### src/rtl/apb5_arbiter.sv
// Two-requester APB5 arbiter: round-robin grant onto one APB5 requester interface.
// Optional wake-up output is built only when APB5_ARB_WAKEUP_EN is defined.
module apb5_arbiter #(
  parameter int unsigned ADDR_WIDTH = 32,
  parameter int unsigned DATA_WIDTH = 32
) (
  input  logic                      pclk,
  input  logic                      preset,
  input  logic [1:0]                rq_valid,
  input  logic [2*ADDR_WIDTH-1:0]   rq_addr,
  input  logic [1:0]                rq_write,
  input  logic [2*DATA_WIDTH-1:0]   rq_wdata,
  input  logic [2*DATA_WIDTH/8-1:0] rq_strb,
  input  logic [5:0]                rq_prot,
  input  logic [1:0]                rq_nse,
  output logic [1:0]                rq_done,
  output logic [DATA_WIDTH-1:0]     rq_rdata,
  output logic                      rq_slverr,
  output logic [ADDR_WIDTH-1:0]     paddr,
  output logic [2:0]                pprot,
  output logic                      pnse,
  output logic                      psel,
  output logic                      penable,
  output logic                      pwrite,
  output logic [DATA_WIDTH-1:0]     pwdata,
  output logic [DATA_WIDTH/8-1:0]   pstrb,
  input  logic                      pready,
  input  logic [DATA_WIDTH-1:0]     prdata,
  input  logic                      pslverr,
  output logic                      pwakeup
);

  localparam int unsigned StrbWidth = DATA_WIDTH / 8;

  typedef enum logic [1:0] {StIdle, StSetup, StAccess} state_e;

  state_e state;
  logic   grant;
  logic   completing;
  logic   load_en;
  logic   load_idx;

  logic [ADDR_WIDTH-1:0] sel_addr;
  logic [DATA_WIDTH-1:0] sel_wdata;
  logic [StrbWidth-1:0]  sel_strb;
  logic [2:0]            sel_prot;
  logic                  sel_write;
  logic                  sel_nse;

  assign completing = (state == StAccess) && pready;

  always_comb begin
    load_en  = 1'b0;
    load_idx = 1'b0;
    if (state == StIdle) begin
      load_en  = |rq_valid;
      load_idx = (rq_valid == 2'b11) ? ~grant : rq_valid[1];
    end else if (completing) begin
      load_en  = rq_valid[~grant];
      load_idx = ~grant;
    end
  end

  assign sel_addr  = load_idx ? rq_addr[2*ADDR_WIDTH-1:ADDR_WIDTH] : rq_addr[ADDR_WIDTH-1:0];
  assign sel_wdata = load_idx ? rq_wdata[2*DATA_WIDTH-1:DATA_WIDTH] : rq_wdata[DATA_WIDTH-1:0];
  assign sel_strb  = load_idx ? rq_strb[2*StrbWidth-1:StrbWidth] : rq_strb[StrbWidth-1:0];
  assign sel_prot  = load_idx ? rq_prot[5:3] : rq_prot[2:0];
  assign sel_write = rq_write[load_idx];
  assign sel_nse   = rq_nse[load_idx];

  // grant doubles as the round-robin pointer; resetting it to 1 makes requester 0 win first.
  always_ff @(posedge pclk or posedge preset) begin
    if (preset) begin
      state   <= StIdle;
      grant   <= 1'b1;
      psel    <= 1'b0;
      penable <= 1'b0;
      paddr   <= '0;
      pwrite  <= 1'b0;
      pwdata  <= '0;
      pstrb   <= '0;
      pprot   <= '0;
      pnse    <= 1'b0;
    end else if (load_en) begin
      state   <= StSetup;
      grant   <= load_idx;
      psel    <= 1'b1;
      penable <= 1'b0;
      paddr   <= sel_addr;
      pwrite  <= sel_write;
      pwdata  <= sel_write ? sel_wdata : '0;
      pstrb   <= sel_write ? sel_strb : '0;
      pprot   <= sel_prot;
      pnse    <= sel_nse;
    end else begin
      unique case (state)
        StSetup: begin
          state   <= StAccess;
          penable <= 1'b1;
        end
        StAccess: begin
          if (pready) begin
            state   <= StIdle;
            psel    <= 1'b0;
            penable <= 1'b0;
          end
        end
        default: ;
      endcase
    end
  end

  assign rq_done   = completing ? (grant ? 2'b10 : 2'b01) : 2'b00;
  assign rq_rdata  = completing ? prdata : '0;
  assign rq_slverr = completing & pslverr;

`ifdef APB5_ARB_WAKEUP_EN
  logic wake_q;

  // Stay awake while anything is pending or in flight; drop after the final completion.
  always_ff @(posedge pclk or posedge preset) begin
    if (preset) begin
      wake_q <= 1'b0;
    end else begin
      wake_q <= (|(rq_valid & ~rq_done)) || ((state != StIdle) && !completing);
    end
  end

  assign pwakeup = wake_q;
`else
  assign pwakeup = 1'b0;
`endif

endmodule

### config.mk
export PLATFORM = sky130hd
export DESIGN_NAME = apb5_arbiter
export DESIGN_NICKNAME = d
export VERILOG_FILES = /design/src/rtl/apb5_arbiter.sv
export SDC_FILE = /design/constraint.sdc
export NUM_CORES = 1
export LEC_CHECK = 0
export ABC_AREA = 1
export BUFFER_PORTS_ARGS = -buffer_cell sky130_fd_sc_hd__buf_2
export CAP_MARGIN = 0
export CORE_AREA = 2 2 115 117
export CTS_CLUSTER_DIAMETER = 150
export DETAILED_ROUTE_END_ITERATION = 7
export DIE_AREA = 0 0 117 119
export GPL_TIMING_DRIVEN = 1
export PLACE_DENSITY = 0.69
export SKIP_LAST_GASP = 1
export SYNTH_ARGS = -nofsm -noshare
export SYNTH_HDL_FRONTEND = slang
export SYNTH_SLANG_ARGS = --single-unit
### constraint.sdc
create_clock -name pclk -period 2.45 [get_ports pclk]
set_clock_uncertainty 0.05 [all_clocks]
set_input_delay 0.3675 -clock pclk [delete_from_list [all_inputs] [get_ports pclk]]
set_output_delay 0.3675 -clock pclk [all_outputs]
set_load 0.01 [all_outputs]
-- Word level (Yosys, flattened, before mapping)
Cells that the tools add are included.
- reduce and logical (&&, ||, !) cells: 8
- eq/ne operators: 4
- muxes and demuxes: 28
- bitwise operators: 2
- order comparisons: 2
- operators with widths (operator ; number):
    32-bit 2-to-1 mux ; 4
    1-bit 2-to-1 mux ; 15
    2-bit 2-to-1 mux ; 4
    4-bit 2-to-1 mux ; 2
    2-bit equality test (second input constant) ; 2
    1-bit by 2-bit less-than comparator with 1-bit output (second input constant) ; 2
    2-bit one-hot mux with 2 select lines ; 1
    2-bit AND reduction ; 2
    2-bit nonzero test ; 2
    3-bit 2-to-1 mux ; 1
    3-bit != test (second input constant) ; 1
    3-bit nonzero test ; 1
    2-bit by 1-bit equality test with 1-bit output (second input constant) ; 1
    2-bit zero test ; 1
    1-bit one-hot mux with 2 select lines ; 1
    2-bit OR reduction ; 1
    1-bit bitwise AND ; 1
    1-bit logical AND ; 1
    1-bit NOT ; 1
- logic and storage cells: 54
- flip-flop bits (word level): 78
- input bits: 184
- output and inout port bits: 111

-- Logic depth before layout (Yosys ltp)
- depth after elaboration: 7
- depth in mapped cells: 10
- gate-level depth less buffers: 8

-- Worst setup path before layout
OpenSTA, ideal clock, no wires.
- kind: reg2out
- start: register, netlist name penable
- end: output rq_done[1]
- stages on the path, launching flop included: 6
- data arrival time: 1162 ps
- path slack: 870 ps
- required time: 2033 ps
- path buffers: 1
- cells stage by stage: dfrtp_1 > inv_1 > nor2_2 > clkinv_1 > clkbuf_1 > nor2_1
- RTL lines (element ; line ; text):
    to (decl) ; 16 ; output logic [1:0] rq_done,

-- Worst setup path after layout
- start: register state[0]
- end: output rq_rdata[26]
- longest elaborated chain between the ends: 3
- RTL lines (element ; line ; text):
    from (decl) ; 37 ; state_e state;
    from (signal assigned) ; 74 ; state <= StIdle;
    from (signal assigned) ; 85 ; state <= StSetup;
    from (signal assigned) ; 98 ; state <= StAccess;
    2-bit equality test ; 50 ; assign completing = (state == StAccess) && pready;
    1-bit logical AND ; 50 ;
    32-bit 2-to-1 mux ; 114 ; assign rq_rdata = completing ? prdata : '0;
    to (decl) ; 17 ; output logic [DATA_WIDTH-1:0] rq_rdata,
Every way passes these cells.

==> qor.json <==
{
  "critical_path.max_stage_delay": {"value": 0.37, "unit": "ns"},
  "layout_common_cells": {"value": "sky130_fd_sc_hd__buf_2 (293), sky130_fd_sc_hd__nand2_1 (192), sky130_fd_sc_hd__nand3_1 (109), sky130_fd_sc_hd__dfrtp_1 (76), sky130_fd_sc_hd__nor2_1 (71)"},
  "gp_congestion": {"value": 0.800},
  "proportion_of_synthesized_chip_area_in_sequential_cells": {"value": 46.2, "unit": "%"},
  "cts_setup_buffers": {"value": 0},
  "netlist-cell-type-count": {"value": 17},
  "detail-route-antenna-nets": {"value": 0},
  "route.vias.total": {"value": 4830},
  "synth.ff_latch_count": {"value": 77},
  "crit_path_required_time": {"value": 2.03, "unit": "ns"},
  "critical_path.slowest_cell": {"value": "sky130_fd_sc_hd__dfrtp_1"},
  "crit_path_cell_trace": {"value": "inv_1, nand2_1, nor2_2, clkinv_1, buf_4, nor2_1, buf_2"},
  "timing.final.hold_violations": {"value": 14},
  "cts.repair.resized": {"value": 0},
  "synth_warnings": {"value": 0},
  "vdd_ir_drop_max": {"value": 0.254, "unit": "mV"},
  "postSynthNetCount": {"value": 767},
  "drv_slew": {"value": 0},
  "worst_pin_slew": {"value": 0.624, "unit": "ns"},
  "setup_viol": {"value": 0},
  "design.core.area": {"value": 0.0129, "unit": "mm^2"},
  "route.detailed.drc": {"value": 0},
  "type_of_destination_of_the_critical_path": {"value": "primary output"},
  "cts_root_buffer": {"value": "sky130_fd_sc_hd__clkbuf_16"},
  "hpwlAfterDp": {"value": 10100, "unit": "um"},
  "drt_first_iter_violations": {"value": 185},
  "global_route_wire_length_before_repair": {"value": 21600, "unit": "um"},
  "power.leakage": {"value": 0.00381, "unit": "uW"},
  "avgSynthCellArea": {"value": 7.16, "unit": "um^2"},
  "global_route.overflow_total": {"value": 0},
  "layout.nets": {"value": 1036},
  "pre_cts_ws": {"value": 0.573, "unit": "ns"},
  "slew-limit-headroom": {"value": 58.4, "unit": "%"},
  "tns": {"value": 0, "unit": "ns"},
  "violations_in_the_final_reports": {"value": "negative hold slack"},
  "layout.cells.most_common": {"value": "sky130_fd_sc_hd__buf_2"},
  "cts_made_buffers": {"value": 9},
  "max_freq": {"value": 469, "unit": "MHz"},
  "worstHoldPathType": {"value": "input port to async pin"},
  "io_buffers": {"value": 293},
  "post_drt_via_cell_ratio": {"value": 4.68},
  "min_period": {"value": 2.13, "unit": "ns"},
  "tritoncts_num_sinks": {"value": 77},
  "run_status": {"value": "finished, violations left"},
  "crit_path_max_fanout": {"value": 34},
  "io_pins": {"value": 295},
  "setup_repair_after_global_routing_missed_its_margin": {"value": "false"},
  "core.rowCount": {"value": 42},
  "htree_num_levels": {"value": 3},
  "layout-drive-gt1-share": {"value": 38.1, "unit": "%"},
  "clk_pin_slew": {"value": 0.06, "unit": "ns"},
  "period_share": {"value": 87.0, "unit": "%"},
  "grt.total_usage": {"value": 19.8, "unit": "%"},
  "timing.reg2reg.setup_slack": {"value": 0.57, "unit": "ns"},
  "clock_latency_late_sink": {"value": 0.33, "unit": "ns"},
  "arrival": {"value": 1.71, "unit": "ns"},
  "routedWlPerCell": {"value": 13.6, "unit": "um"},
  "synth.area.top_cells": {"value": "sky130_fd_sc_hd__dfrtp_1 (46%), sky130_fd_sc_hd__nand2_1 (17%), sky130_fd_sc_hd__nand3_1 (13%)"},
  "worstReg2RegEnd": {"value": "pwdata[13]"},
  "reg2regPathDepth": {"value": 8},
  "dieWidth": {"value": 117, "unit": "um"},
  "cts_hold_repair.buffers": {"value": 0},
  "grt_max_degree": {"value": 102},
  "wirelength": {"value": 14000, "unit": "um"},
  "grt_pass1_vias": {"value": 4429},
  "initial_core_util": {"value": 32.4, "unit": "%"},
  "synth_top_cell_by_area": {"value": "sky130_fd_sc_hd__dfrtp_1"},
  "finish.instance_area": {"value": 0.00605, "unit": "mm^2"},
  "clk_path_buf_depth": {"value": 2},
  "cts_tree": {"value": "built"},
  "synth_area": {"value": 0.00417, "unit": "mm^2"},
  "syn-instance-count": {"value": 583},
  "max_cap_violations": {"value": 0},
  "critical_path.endpoint": {"value": "rq_rdata[26]"},
  "timing.critical_path.from": {"value": "state[0]"},
  "die_span_y": {"value": 119, "unit": "um"},
  "hold_slack": {"value": -0.00292, "unit": "ns"},
  "initial_antenna_violation_count": {"value": 1},
  "synthToLayoutAreaGrowth": {"value": 45.0, "unit": "%"},
  "timing_worst_setup_path_type": {"value": "flip-flop to primary output"},
  "postPlaceCellArea": {"value": 0.00573, "unit": "mm^2"},
  "rr_startpoint": {"value": "penable"},
  "power.density": {"value": 486, "unit": "mW/mm^2"},
  "final_ws_setup": {"value": 0.318, "unit": "ns"},
  "total_die_area": {"value": 0.0139, "unit": "mm^2"},
  "worstSetupStartpointType": {"value": "flip-flop"},
  "yosysTopAreaCellShare": {"value": 45.6, "unit": "%"},
  "drtPass1Iterations": {"value": 4}
}
==> routing by layer <==
metal	GRT usage, %	up-vias	wire length [um]
met5	0	-	0
met4	8.24	0	327
met3	3.61	23	952
met2	34.2	201	6950
met1	23.9	2200	5810
li1	-	2406	-
==> flip-flops by register name, indices dropped and copies added (netlist names) <==
name and flops:
state 1, paddr 32, grant 1, penable 1, pwrite 1, pprot 3, psel 1, pwdata 32
pstrb 4, pnse 1
==> power by group <==
| part | switching, uW | internal [uW] | leakage [uW] |
|---|---|---|---|
| sequential | 0 | 1270 | 0.00106 |
| combinational | 112 | 138 | 0.00260 |
| clock | 508 | 913 | 0.000152 |
| total | 620 | 2320 | 0.00381 |
==> cell usage after synthesis (all sizes together) <==
master	instances
dfrtp	76
clkbuf	5
o21ai	4
dfstp	1
nand2	195
nor2	72
buf	42
a31oi	36
inv	39
clkinv	1
nand4	1
nand3	110
conb	1
==> area by class of cell <==
cell class,instances,area (um^2)
clock buffers,11,243
multi-input cells,419,1830
well taps,176,220
clock inverters,4,72.6
flip-flops and latches,77,1930
diodes,1,2.50
inverters,40,151
repair buffers,305,1610
fillers,1354,6820
==> kinds of logic after synthesis <==
group / synth area share [%]
buffers and inverters: 10.3
AOI/OAI and AO/OA: 5.88
DFF: 46.2
and+or+nand+nor: 37.5
other: 0.0899
==> critical path, delay by kind of cell (launching register included) <==
family	cells	cell delay [ns]
buffers and inverters	4	0.63
flip-flops	1	0.37
AND/OR/NAND/NOR	3	0.37
==> through the flow <==
stage	utilization, %	total power, uW	instances
floorplan	-	1380	583
global placement	44.5	1550	1017
detailed placement	44.5	1550	1017
CTS	47.0	2980	1032
global route	47.0	3070	1033
finish	47.0	2940	1033
==> worst min-delay path by stage <==
stage	startpoint	endpoint	slack, ns	cells past startpoint
after detailed placement	preset	paddr[6]	0.37	2
after floorplan	state[0]	penable	0.42	2
after global routing	preset	paddr[6]	0.03	2
final	preset	paddr[6]	-0.003	2
after CTS	preset	paddr[6]	0.004	2
after global placement	preset	paddr[6]	0.37	2
Power figures use the tool's default switching activity.
